### config.mk
export PLATFORM = sky130hd
export DESIGN_NAME = automorphism_bram_ctrl
export DESIGN_NICKNAME = d
export VERILOG_FILES = /design/src/rtl/automorphism_pkg.sv /design/src/rtl/mod_negate.sv /design/src/rtl/automorphism_bram_ctrl.sv
export SDC_FILE = /design/constraint.sdc
export NUM_CORES = 1
export LEC_CHECK = 0
export ABC_AREA = 0
export BUFFER_PORTS_ARGS = -buffer_cell sky130_fd_sc_hd__buf_2
export CAP_MARGIN = 20
export CORE_AREA = 4 4 242 244
export CTS_BUF_LIST = sky130_fd_sc_hd__clkbuf_4 sky130_fd_sc_hd__clkbuf_8 sky130_fd_sc_hd__clkbuf_16
export DETAILED_ROUTE_END_ITERATION = 8
export DIE_AREA = 0 0 246 248
export GPL_ROUTABILITY_DRIVEN = 0
export PLACE_DENSITY_LB_ADDON = 0.05
export SYNTH_ARGS = -nofsm -noshare
export SYNTH_HDL_FRONTEND = slang
export SYNTH_HIERARCHICAL = 1
export SYNTH_SLANG_ARGS = --single-unit
### constraint.sdc
create_clock -name clk -period 3.8 [get_ports clk]
set_clock_uncertainty 0.2 [all_clocks]
set_input_delay 0 -clock clk [delete_from_list [all_inputs] [get_ports clk]]
set_output_delay 0 -clock clk [all_outputs]
set_load 0.01 [all_outputs]
### src/rtl/automorphism_pkg.sv
// Shared types and default sizing for the Galois automorphism BRAM controller.
// HLEN_DEF is the default bank address width; the other constants follow from it.
package automorphism_pkg;

   typedef enum logic [1:0] {
      IDLE = 2'd0,
      LOAD = 2'd1,
      AUTO = 2'd2,
      OUT  = 2'd3
   } state_t;

   localparam int HLEN_DEF = 7;
   localparam int DEPTH    = 1 << HLEN_DEF;
   localparam int N        = 2 * DEPTH;
   localparam int KW       = HLEN_DEF + 2;

   function automatic int depth_of(input int hlen);
      return 1 << hlen;
   endfunction

endpackage

### src/rtl/mod_negate.sv
// Modular negation of one coefficient: zero stays zero, otherwise modulus - x.
module mod_negate #(
   parameter int DLEN = 32
) (
   input  logic [DLEN-1:0] modulus,
   input  logic [DLEN-1:0] x,
   output logic [DLEN-1:0] y
);

   assign y = (x == '0) ? '0 : (modulus - x);

endmodule

### src/rtl/automorphism_bram_ctrl.sv
// Applies the negacyclic Galois automorphism X -> X^k to a coefficient vector.
// Banks 0/1 hold the even/odd input halves, banks 2/3 hold the even/odd permuted result.
module automorphism_bram_ctrl
   import automorphism_pkg::*;
#(
   parameter int DLEN = 32,
   parameter int HLEN = HLEN_DEF
) (
   input  logic              clk,
   input  logic              reset_n,
   input  logic              start,
   input  logic [HLEN+1:0]   galois_k,
   input  logic [DLEN-1:0]   modulus,
   input  logic              in_valid,
   output logic              in_ready,
   input  logic [DLEN-1:0]   in_even,
   input  logic [DLEN-1:0]   in_odd,
   output logic              out_valid,
   input  logic              out_ready,
   output logic [DLEN-1:0]   out_even,
   output logic [DLEN-1:0]   out_odd,
   output logic              busy,
   output logic              done,
   output logic              err,
   output logic [3:0]        bram_en,
   output logic [3:0]        bram_we,
   output logic [HLEN-1:0]   bram_addr_a [4],
   output logic [HLEN-1:0]   bram_addr_b [4],
   output logic [DLEN-1:0]   bram_di_a [4],
   output logic [DLEN-1:0]   bram_di_b [4],
   input  logic [DLEN-1:0]   bram_do_a [4],
   output logic              bram_rst
);

   localparam int               BANK_DEPTH  = depth_of(HLEN);
   localparam logic [HLEN-1:0]  LAST_J      = '1;
   localparam logic [HLEN+1:0]  AUTO_RD_END = (HLEN+2)'(BANK_DEPTH);
   localparam logic [HLEN+1:0]  AUTO_LAST   = (HLEN+2)'(BANK_DEPTH + 1);
   localparam logic [HLEN:0]    DEPTH_P     = (HLEN+1)'(BANK_DEPTH);

   state_t            state;
   logic [HLEN+1:0]   k_q;
   logic [DLEN-1:0]   mod_q;
   logic [HLEN-1:0]   wr_cnt;
   logic [HLEN+1:0]   auto_cnt;
   logic [HLEN+1:0]   p_even;
   logic [HLEN+1:0]   p_odd;
   logic              wr_valid;
   logic [DLEN-1:0]   wr_data_e;
   logic [DLEN-1:0]   wr_data_o;
   logic [HLEN-1:0]   wr_addr_e;
   logic [HLEN-1:0]   wr_addr_o;
   logic [HLEN:0]     rd_ptr;
   logic [HLEN-1:0]   out_cnt;
   logic [DLEN-1:0]   neg_e;
   logic [DLEN-1:0]   neg_o;
   logic [HLEN+1:0]   step;
   logic              capture;
   logic              advance;

   // Destination indices live modulo 2N, which is exactly the natural wrap of HLEN+2 bits.
   assign step    = {k_q[HLEN:0], 1'b0};
   assign capture = (auto_cnt != '0) && (auto_cnt <= AUTO_RD_END);
   assign advance = !out_valid || out_ready;

   mod_negate #(.DLEN(DLEN)) u_neg_even (
      .modulus (mod_q),
      .x       (bram_do_a[0]),
      .y       (neg_e)
   );

   mod_negate #(.DLEN(DLEN)) u_neg_odd (
      .modulus (mod_q),
      .x       (bram_do_a[1]),
      .y       (neg_o)
   );

   always_ff @(posedge clk or negedge reset_n) begin
      if (!reset_n) begin
         state     <= IDLE;
         k_q       <= '0;
         mod_q     <= '0;
         wr_cnt    <= '0;
         auto_cnt  <= '0;
         p_even    <= '0;
         p_odd     <= '0;
         wr_valid  <= 1'b0;
         wr_data_e <= '0;
         wr_data_o <= '0;
         wr_addr_e <= '0;
         wr_addr_o <= '0;
         rd_ptr    <= '0;
         out_cnt   <= '0;
         in_ready  <= 1'b0;
         out_valid <= 1'b0;
         busy      <= 1'b0;
         done      <= 1'b0;
         err       <= 1'b0;
      end else begin
         done <= 1'b0;
         err  <= 1'b0;
         case (state)
            IDLE: begin
               if (start) begin
                  if (galois_k[0]) begin
                     k_q      <= galois_k;
                     mod_q    <= modulus;
                     wr_cnt   <= '0;
                     in_ready <= 1'b1;
                     busy     <= 1'b1;
                     state    <= LOAD;
                  end else begin
                     err <= 1'b1;
                  end
               end
            end
            LOAD: begin
               if (in_valid && in_ready) begin
                  wr_cnt <= wr_cnt + 1'b1;
                  if (wr_cnt == LAST_J) begin
                     in_ready <= 1'b0;
                     auto_cnt <= '0;
                     p_even   <= '0;
                     p_odd    <= k_q;
                     wr_valid <= 1'b0;
                     state    <= AUTO;
                  end
               end
            end
            AUTO: begin
               // Second pipeline stage: fold indices >= N back into range with a negation.
               auto_cnt <= auto_cnt + 1'b1;
               wr_valid <= capture;
               if (capture) begin
                  wr_data_e <= p_even[HLEN+1] ? neg_e : bram_do_a[0];
                  wr_data_o <= p_odd[HLEN+1]  ? neg_o : bram_do_a[1];
                  wr_addr_e <= p_even[HLEN:1];
                  wr_addr_o <= p_odd[HLEN:1];
                  p_even    <= p_even + step;
                  p_odd     <= p_odd + step;
               end
               if (auto_cnt == AUTO_LAST) begin
                  wr_valid  <= 1'b0;
                  rd_ptr    <= '0;
                  out_cnt   <= '0;
                  out_valid <= 1'b0;
                  state     <= OUT;
               end
            end
            OUT: begin
               if (advance) begin
                  if (rd_ptr < DEPTH_P) begin
                     rd_ptr <= rd_ptr + 1'b1;
                  end
                  out_valid <= (rd_ptr < DEPTH_P);
               end
               if (out_valid && out_ready) begin
                  out_cnt <= out_cnt + 1'b1;
                  if (out_cnt == LAST_J) begin
                     out_valid <= 1'b0;
                     busy      <= 1'b0;
                     done      <= 1'b1;
                     state     <= IDLE;
                  end
               end
            end
            default: state <= IDLE;
         endcase
      end
   end

   always_ff @(posedge clk or negedge reset_n) begin
      if (!reset_n) begin
         bram_rst <= 1'b1;
      end else begin
         bram_rst <= 1'b0;
      end
   end

   // Bank strobes decode straight from the registered state so writes never leak across phases.
   always_comb begin
      bram_en = '0;
      bram_we = '0;
      for (int b = 0; b < 4; b++) begin
         bram_addr_a[b] = '0;
         bram_di_a[b]   = '0;
      end
      case (state)
         LOAD: begin
            if (in_valid && in_ready) begin
               bram_en[1:0]   = 2'b11;
               bram_we[1:0]   = 2'b11;
               bram_addr_a[0] = wr_cnt;
               bram_addr_a[1] = wr_cnt;
               bram_di_a[0]   = in_even;
               bram_di_a[1]   = in_odd;
            end
         end
         AUTO: begin
            if (auto_cnt < AUTO_RD_END) begin
               bram_en[1:0]   = 2'b11;
               bram_addr_a[0] = auto_cnt[HLEN-1:0];
               bram_addr_a[1] = auto_cnt[HLEN-1:0];
            end
            if (wr_valid) begin
               bram_en[3:2]   = 2'b11;
               bram_we[3:2]   = 2'b11;
               bram_addr_a[2] = wr_addr_e;
               bram_addr_a[3] = wr_addr_o;
               bram_di_a[2]   = wr_data_e;
               bram_di_a[3]   = wr_data_o;
            end
         end
         OUT: begin
            if (advance) begin
               bram_en[3:2]   = 2'b11;
               bram_addr_a[2] = rd_ptr[HLEN-1:0];
               bram_addr_a[3] = rd_ptr[HLEN-1:0];
            end
         end
         default: begin
         end
      endcase
   end

   assign bram_addr_b = bram_addr_a;
   assign bram_di_b   = bram_di_a;
   assign out_even    = bram_do_a[2];
   assign out_odd     = bram_do_a[3];

endmodule

; ---- Word-level counts from Yosys, hierarchy flattened
; Cells that the tools add are included.
[op_classes]
reduce_logical = 24
n_eq_ne = 16
magnitude_cmp = 3
n_addsub = 8
muxes = 71
[ops]
columns = operator, n
row1 = 64-bit two-way mux, 4
row2 = 32-bit two-way mux, 4
row3 = 32-bit zero test, 2
row4 = 32-bit subtractor, 2
row5 = 14-bit two-way mux, 4
row6 = 14-bit case mux with 2 select lines, 2
row7 = 9-bit two-way mux, 6
row8 = 9-bit case mux with 2 select lines, 3
row9 = 7-bit two-way mux, 5
row10 = 7-bit case mux with 2 select lines, 2
row11 = 2-bit two-way mux, 13
row12 = 8-bit two-way mux, 3
row13 = "2-bit inequality test, second input constant", 10
row14 = 9-bit adder, 2
row15 = 1-bit two-way mux, 17
row16 = 8-bit case mux with 2 select lines, 1
row17 = "7-bit by 1-bit adder with 7-bit output, second input constant", 2
row18 = "7-bit equality test, second input constant", 2
row19 = 4-bit AND reduction, 3
row20 = 5-bit AND reduction, 2
row21 = "9-bit by 1-bit adder with 9-bit output, second input constant", 1
row22 = "9-bit by 8-bit equality test with 1-bit output, second input constant", 1
row23 = "9-bit by 8-bit less-or-equal comparator with 1-bit output, second input constant", 1
row24 = "9-bit by 8-bit < comparator with 1-bit output, second input constant", 1
row25 = other kinds (16), 29
[totals]
wordCells = 142
input_bits = 238
ff_bits = 177
output_inout_bits = 390

; ---- Depth between registers and ports, before layout
[depth]
ltp_word = 6
mapped_depth = 12
depth_no_buf = 12

; ---- Hierarchy
; Netlist, hierarchy kept.
[modules_own_cells]
columns = module, area_each_um2, n_inst, seq_area_each_um2, cells_per_inst
row1 = automorphism_bram_ctrl, 11323.4, 1, 4380.5, 1197
row2 = mod_negate, 2253.4, 2, 0.0, 343

; ---- Least setup slack after synthesis
; OpenSTA, ideal clock, no wires.
[synth_timing]
path_type = flip-flop to flip-flop
startpoint = reg mod_q[0]
endpoint = reg wr_data_o[26]
path_slack_ns = 1.007
stages_incl_launch_ff = 13
arrival_ns = 2.467
synth_period_minus_slack_ns = 2.793
n_path_buf = 0
t_required_ns = 3.474
setup_ns = 0.126
path_cell_list = dfrtp_1 inv_1 ha_1 fa_1 nor2b_4 o31a_4 o31ai_4 a211o_4 a2111oi_4 o21a_1 nor3_2 mux2i_1 a21oi_1
[synth_via]
elab_chain_cells = 3
[synth_lines]
columns = item, line_no
row1 = "start, declared", automorphism_bram_ctrl.sv:43  ; logic [DLEN-1:0] mod_q;
row2 = "start signal, assigned", automorphism_bram_ctrl.sv:107  ; mod_q <= modulus;
row3 = 32-bit subtractor, mod_negate.sv:10  ; assign y = (x == '0) ? '0 : (modulus - x);
row4 = 32-bit two-way mux, mod_negate.sv:10
row5 = via neg_o[26], automorphism_bram_ctrl.sv:56  ; logic [DLEN-1:0] neg_o;
row6 = 32-bit two-way mux, automorphism_bram_ctrl.sv:136  ; wr_data_o <= p_odd[HLEN+1] ? neg_o : bram_do_a[1];
row7 = "end signal, assigned", automorphism_bram_ctrl.sv:136
row8 = "end, declared", automorphism_bram_ctrl.sv:50  ; logic [DLEN-1:0] wr_data_o;
; The timed path passes the listed nets, and every way through them passes these cells.
; A chain may end at the register's enable or synchronous reset.

==> impl_metrics.csv <==
group,metric,value,unit
run_status,status,"finished clean",
floorplan,coreArea,56300,sq um
critical_path,end_kind,"output port",
synthesis,synth_top_flop_cell,"dfrtp_1",
pwr,ir_worst_vdd,0.348,mV
sta,slew_viol_final,0,
critical_path,path_class,"flip-flop to output port",
floorplan,die_w,246,microns
global_routing,antenna_found_initial,8,
synthesis,syn_nets,2213,
cells_and_area,final_area,19700,sq um
floorplan,num_rows,87,
cts,cts_made_buffers,17,
place,placed_cell_area,17300,sq um
sta,tns,0,ps
drt,wl_per_cell,21.6,microns
run,drv_cap,0,
global_routing,grt_max_degree,96,
synthesis,ys_warn_count,6,
cells_and_area,n_fill_cell,5949,
synthesis,synth_cells,1883,
sta,max_freq,0.306,GHz
global_routing,grt_pass1_wl,94900,microns
floorplan,dieArea,61000,sq um
sta,period_share,85.9,%
sta,max_slew_margin,32.7,%
sta,hold_violations,0,
critical_path,path_max_fanout,61,
synthesis,synth.distinct_cells,84,
synthesis,synth_area,15800,sq um
floorplan,io-pin-count,628,
global_routing,grt_use_total,20.7,%
cts,post_cts_buffers,0,
cts,clk_path_buf_depth,2,
synthesis,synth_edf_count,0,
global_routing,busiest_layer,"met2",
critical_path,crit_arrival,3060,ps
global_routing,use_met2,38.4,%
synthesis,syn_avg_cell_area,8.41,sq um
place,port_buffers,499,
cts,clock-sinks,175,
cells_and_area,nets,2605,
drt,dr.pass1.iters,5,
drt,drt_iter0_drc,792,
cts,root_buffer,"clkbuf_16",
sta,finalSetupViolations,0,
critical_path,cp.required,3600,ps
sta,worst_slew_pin_slew,1010,ps
cts,cts_tree,"built",
drt,wirelength,65800,microns
global_routing,gr-usage-met3,3.50,%
global_routing,grt_pass1_vias,14900,
cts,clock_latency,490,ps
cts,cts-resized-gates,0,
worst_hold_path,hold_path.class,"input port to flip-flop",
sta,period_needed,3260,ps
drt,remaining_drc_errors,0,
drt,vias,14900,
cells_and_area,syn2layout_area_growth,24.5,%
floorplan,initial_utilization,28.1,%
cts,h-tree-depth,4,
sta,rsz0062_at_grt,"false",
pwr,p_leak,0.0102,uW
synthesis,synthArstFlopShare,100,%
global_routing,overflow,0,
drt,vias_per_cell,4.88,
global_routing,gr-usage-met1,23.6,%
critical_path,worst_setup_path_start_kind,"flip-flop",
cells_and_area,layout-drive-gt1-share,29.0,%
drt,ant_nets,0,
pwr,powerDensity,223,nW/um^2
synthesis,ys_seq_area_share,27.7,%
place,hpwl,52300,microns
cts,clk_pin_slew_worst_paths,70,ps
floorplan,die_h,248,microns
synthesis,synth-seq-cells,175,
-- critical path, stage by stage (launching register included) --
cell and delay [ps]:
dfrtp_1 410, inv_1 150, ha_4 370, buf_4 560
and2_1 620, a22o_1 280, buf_2 150
-- sequential cells by signal, summed over array words and instances, names as in the netlist --
name and cells:
wr_data_o 32, wr_addr_o 7, wr_cnt 7, auto_cnt 9, wr_valid 1, out_cnt 7
err 1, bram_rst 1, state 2, done 1, busy 1, p_even 8
rd_ptr 8, out_valid 1, wr_addr_e 7, k_q 9, mod_q 32, wr_data_e 32
p_odd 8, in_ready 1
-- per-layer routing --
layer	vias to the layer above	part of all wire (%)
li1	7129	-
met1	7196	39
met2	453	53
met3	89	4.9
met4	8	3.2
met5	-	0.082
-- area by class of cell --
| class | count | area, sq um | share of cell area [%] |
|---|---|---|---|
| Clock inverter | 15 | 175 | 0.889 |
| Timing Repair Buffer | 695 | 4470 | 22.7 |
| Antenna cell | 4 | 10.0 | 0.0508 |
| Multi-Input combinational cell | 1276 | 8880 | 45.1 |
| Inverter | 110 | 413 | 2.10 |
| Sequential cell | 175 | 4380 | 22.3 |
| Tap cell | 756 | 946 | 4.80 |
| Clock buffer | 17 | 425 | 2.16 |
-- stage by stage --
step                      instances  hold slack (ps)  total power [uW]  setup WS, ps  utilization (%)
after floorplan                1883             -496              2170          1010                -
after global placement         2835             -200              2350           587             30.7
after detailed placement       2835             -200              2350           611             30.7
after CTS                      3043             25.7              4500           368             35.0
after global routing           3047             63.7              4590           272             35.0
final                          3048             81.4              4380           535             35.0
-- cells in the final DEF, fill, tap and decap left out, types with 15 or more instances in the layout --
| cell | Yosys | routed |
|---|---|---|
| dfrtp_1 | 174 | 171 |
| clkbuf_16 | 0 | 17 |
| nor2_1 | 182 | 180 |
| a22o_1 | 25 | 25 |
| mux2i_1 | 80 | 80 |
| xnor2_1 | 27 | 27 |
| a21o_1 | 15 | 15 |
| nor3_1 | 37 | 37 |
| nand2_1 | 90 | 90 |
| dlygate4sd3_1 | 0 | 175 |
| xor2_1 | 30 | 30 |
| a211oi_1 | 16 | 16 |
| and3_1 | 72 | 72 |
| nor4_1 | 21 | 21 |
| buf_4 | 238 | 17 |
| nand2b_1 | 15 | 15 |
| ha_1 | 88 | 87 |
| buf_2 | 18 | 498 |
| and2_1 | 71 | 71 |
| a31oi_1 | 18 | 18 |
| mux2_2 | 57 | 57 |
| a21oi_1 | 139 | 139 |
| inv_1 | 109 | 109 |
| nand3_1 | 30 | 29 |
| nand4_1 | 22 | 22 |
| o21ai_0 | 72 | 72 |
| o21a_1 | 17 | 17 |
-- cell families (layout without fill, tap and decap cells) --
group                    after synthesis  count (layout)  synth area share, %
AND/OR/NAND/NOR                      599             599                 19.4
buffers and inverters                432             837                 16.4
AO/OA/AOI/OAI                        390             390                 16.7
flip-flops                           175             175                 27.7
multiplexers                         137             137                 9.11
adder cells (fa/ha/maj)               92              92                 7.46
XOR/XNOR                              57              57                 3.15
other                                  1               5               0.0237
-- repair_timing --
item	CTS	global route
setup endpoints to repair	0	0
hold endpoints to repair	355	0
hold buffers	176	0
-- path summary, 6_finish.rpt --
path,start,endpoint,slack (ps),cells past startpoint
max reg2reg,mod_q[0],wr_data_e[28],630,12
min,galois_k[5],k_q[5],80,3
min in group asynchronous,reset_n,wr_addr_e[0],470,4
max,state[0],bram_addr_a[12],540,6
min reg2reg,wr_addr_e[1],wr_addr_e[1],320,1
max in group asynchronous,reset_n,wr_data_e[27],2380,4
-- where the power goes --
group / switching [uW] / total (uW) / internal (uW)
sequential: 0.121 / 1860 / 1860
clock: 910 / 1900 / 992
combinational: 337 / 621 / 283
total: 1250 / 4380 / 3140
-- cell usage after synthesis (all sizes together) (16+ instances only) --
cell type / count / share of area (%)
o21ai: 76 / 2.5
o21a: 19 / 0.92
inv: 109 / 2.6
clkbuf: 55 / 1.3
nor2: 184 / 4.5
a31oi: 20 / 0.87
nand3: 32 / 1.1
nor2b: 16 / 0.73
and2: 71 / 2.8
a22o: 25 / 1.4
mux2: 57 / 4.1
a211oi: 16 / 0.76
nand4: 22 / 0.87
buf: 263 / 12
nor4: 21 / 0.83
ha: 88 / 7.0
a21oi: 143 / 4.6
and3: 72 / 2.8
mux2i: 80 / 5.1
dfrtp: 174 / 28
nor3: 41 / 1.4
xnor2: 27 / 1.5
nand2: 90 / 2.1
xor2: 30 / 1.7
Power figures use the tool's default switching activity.
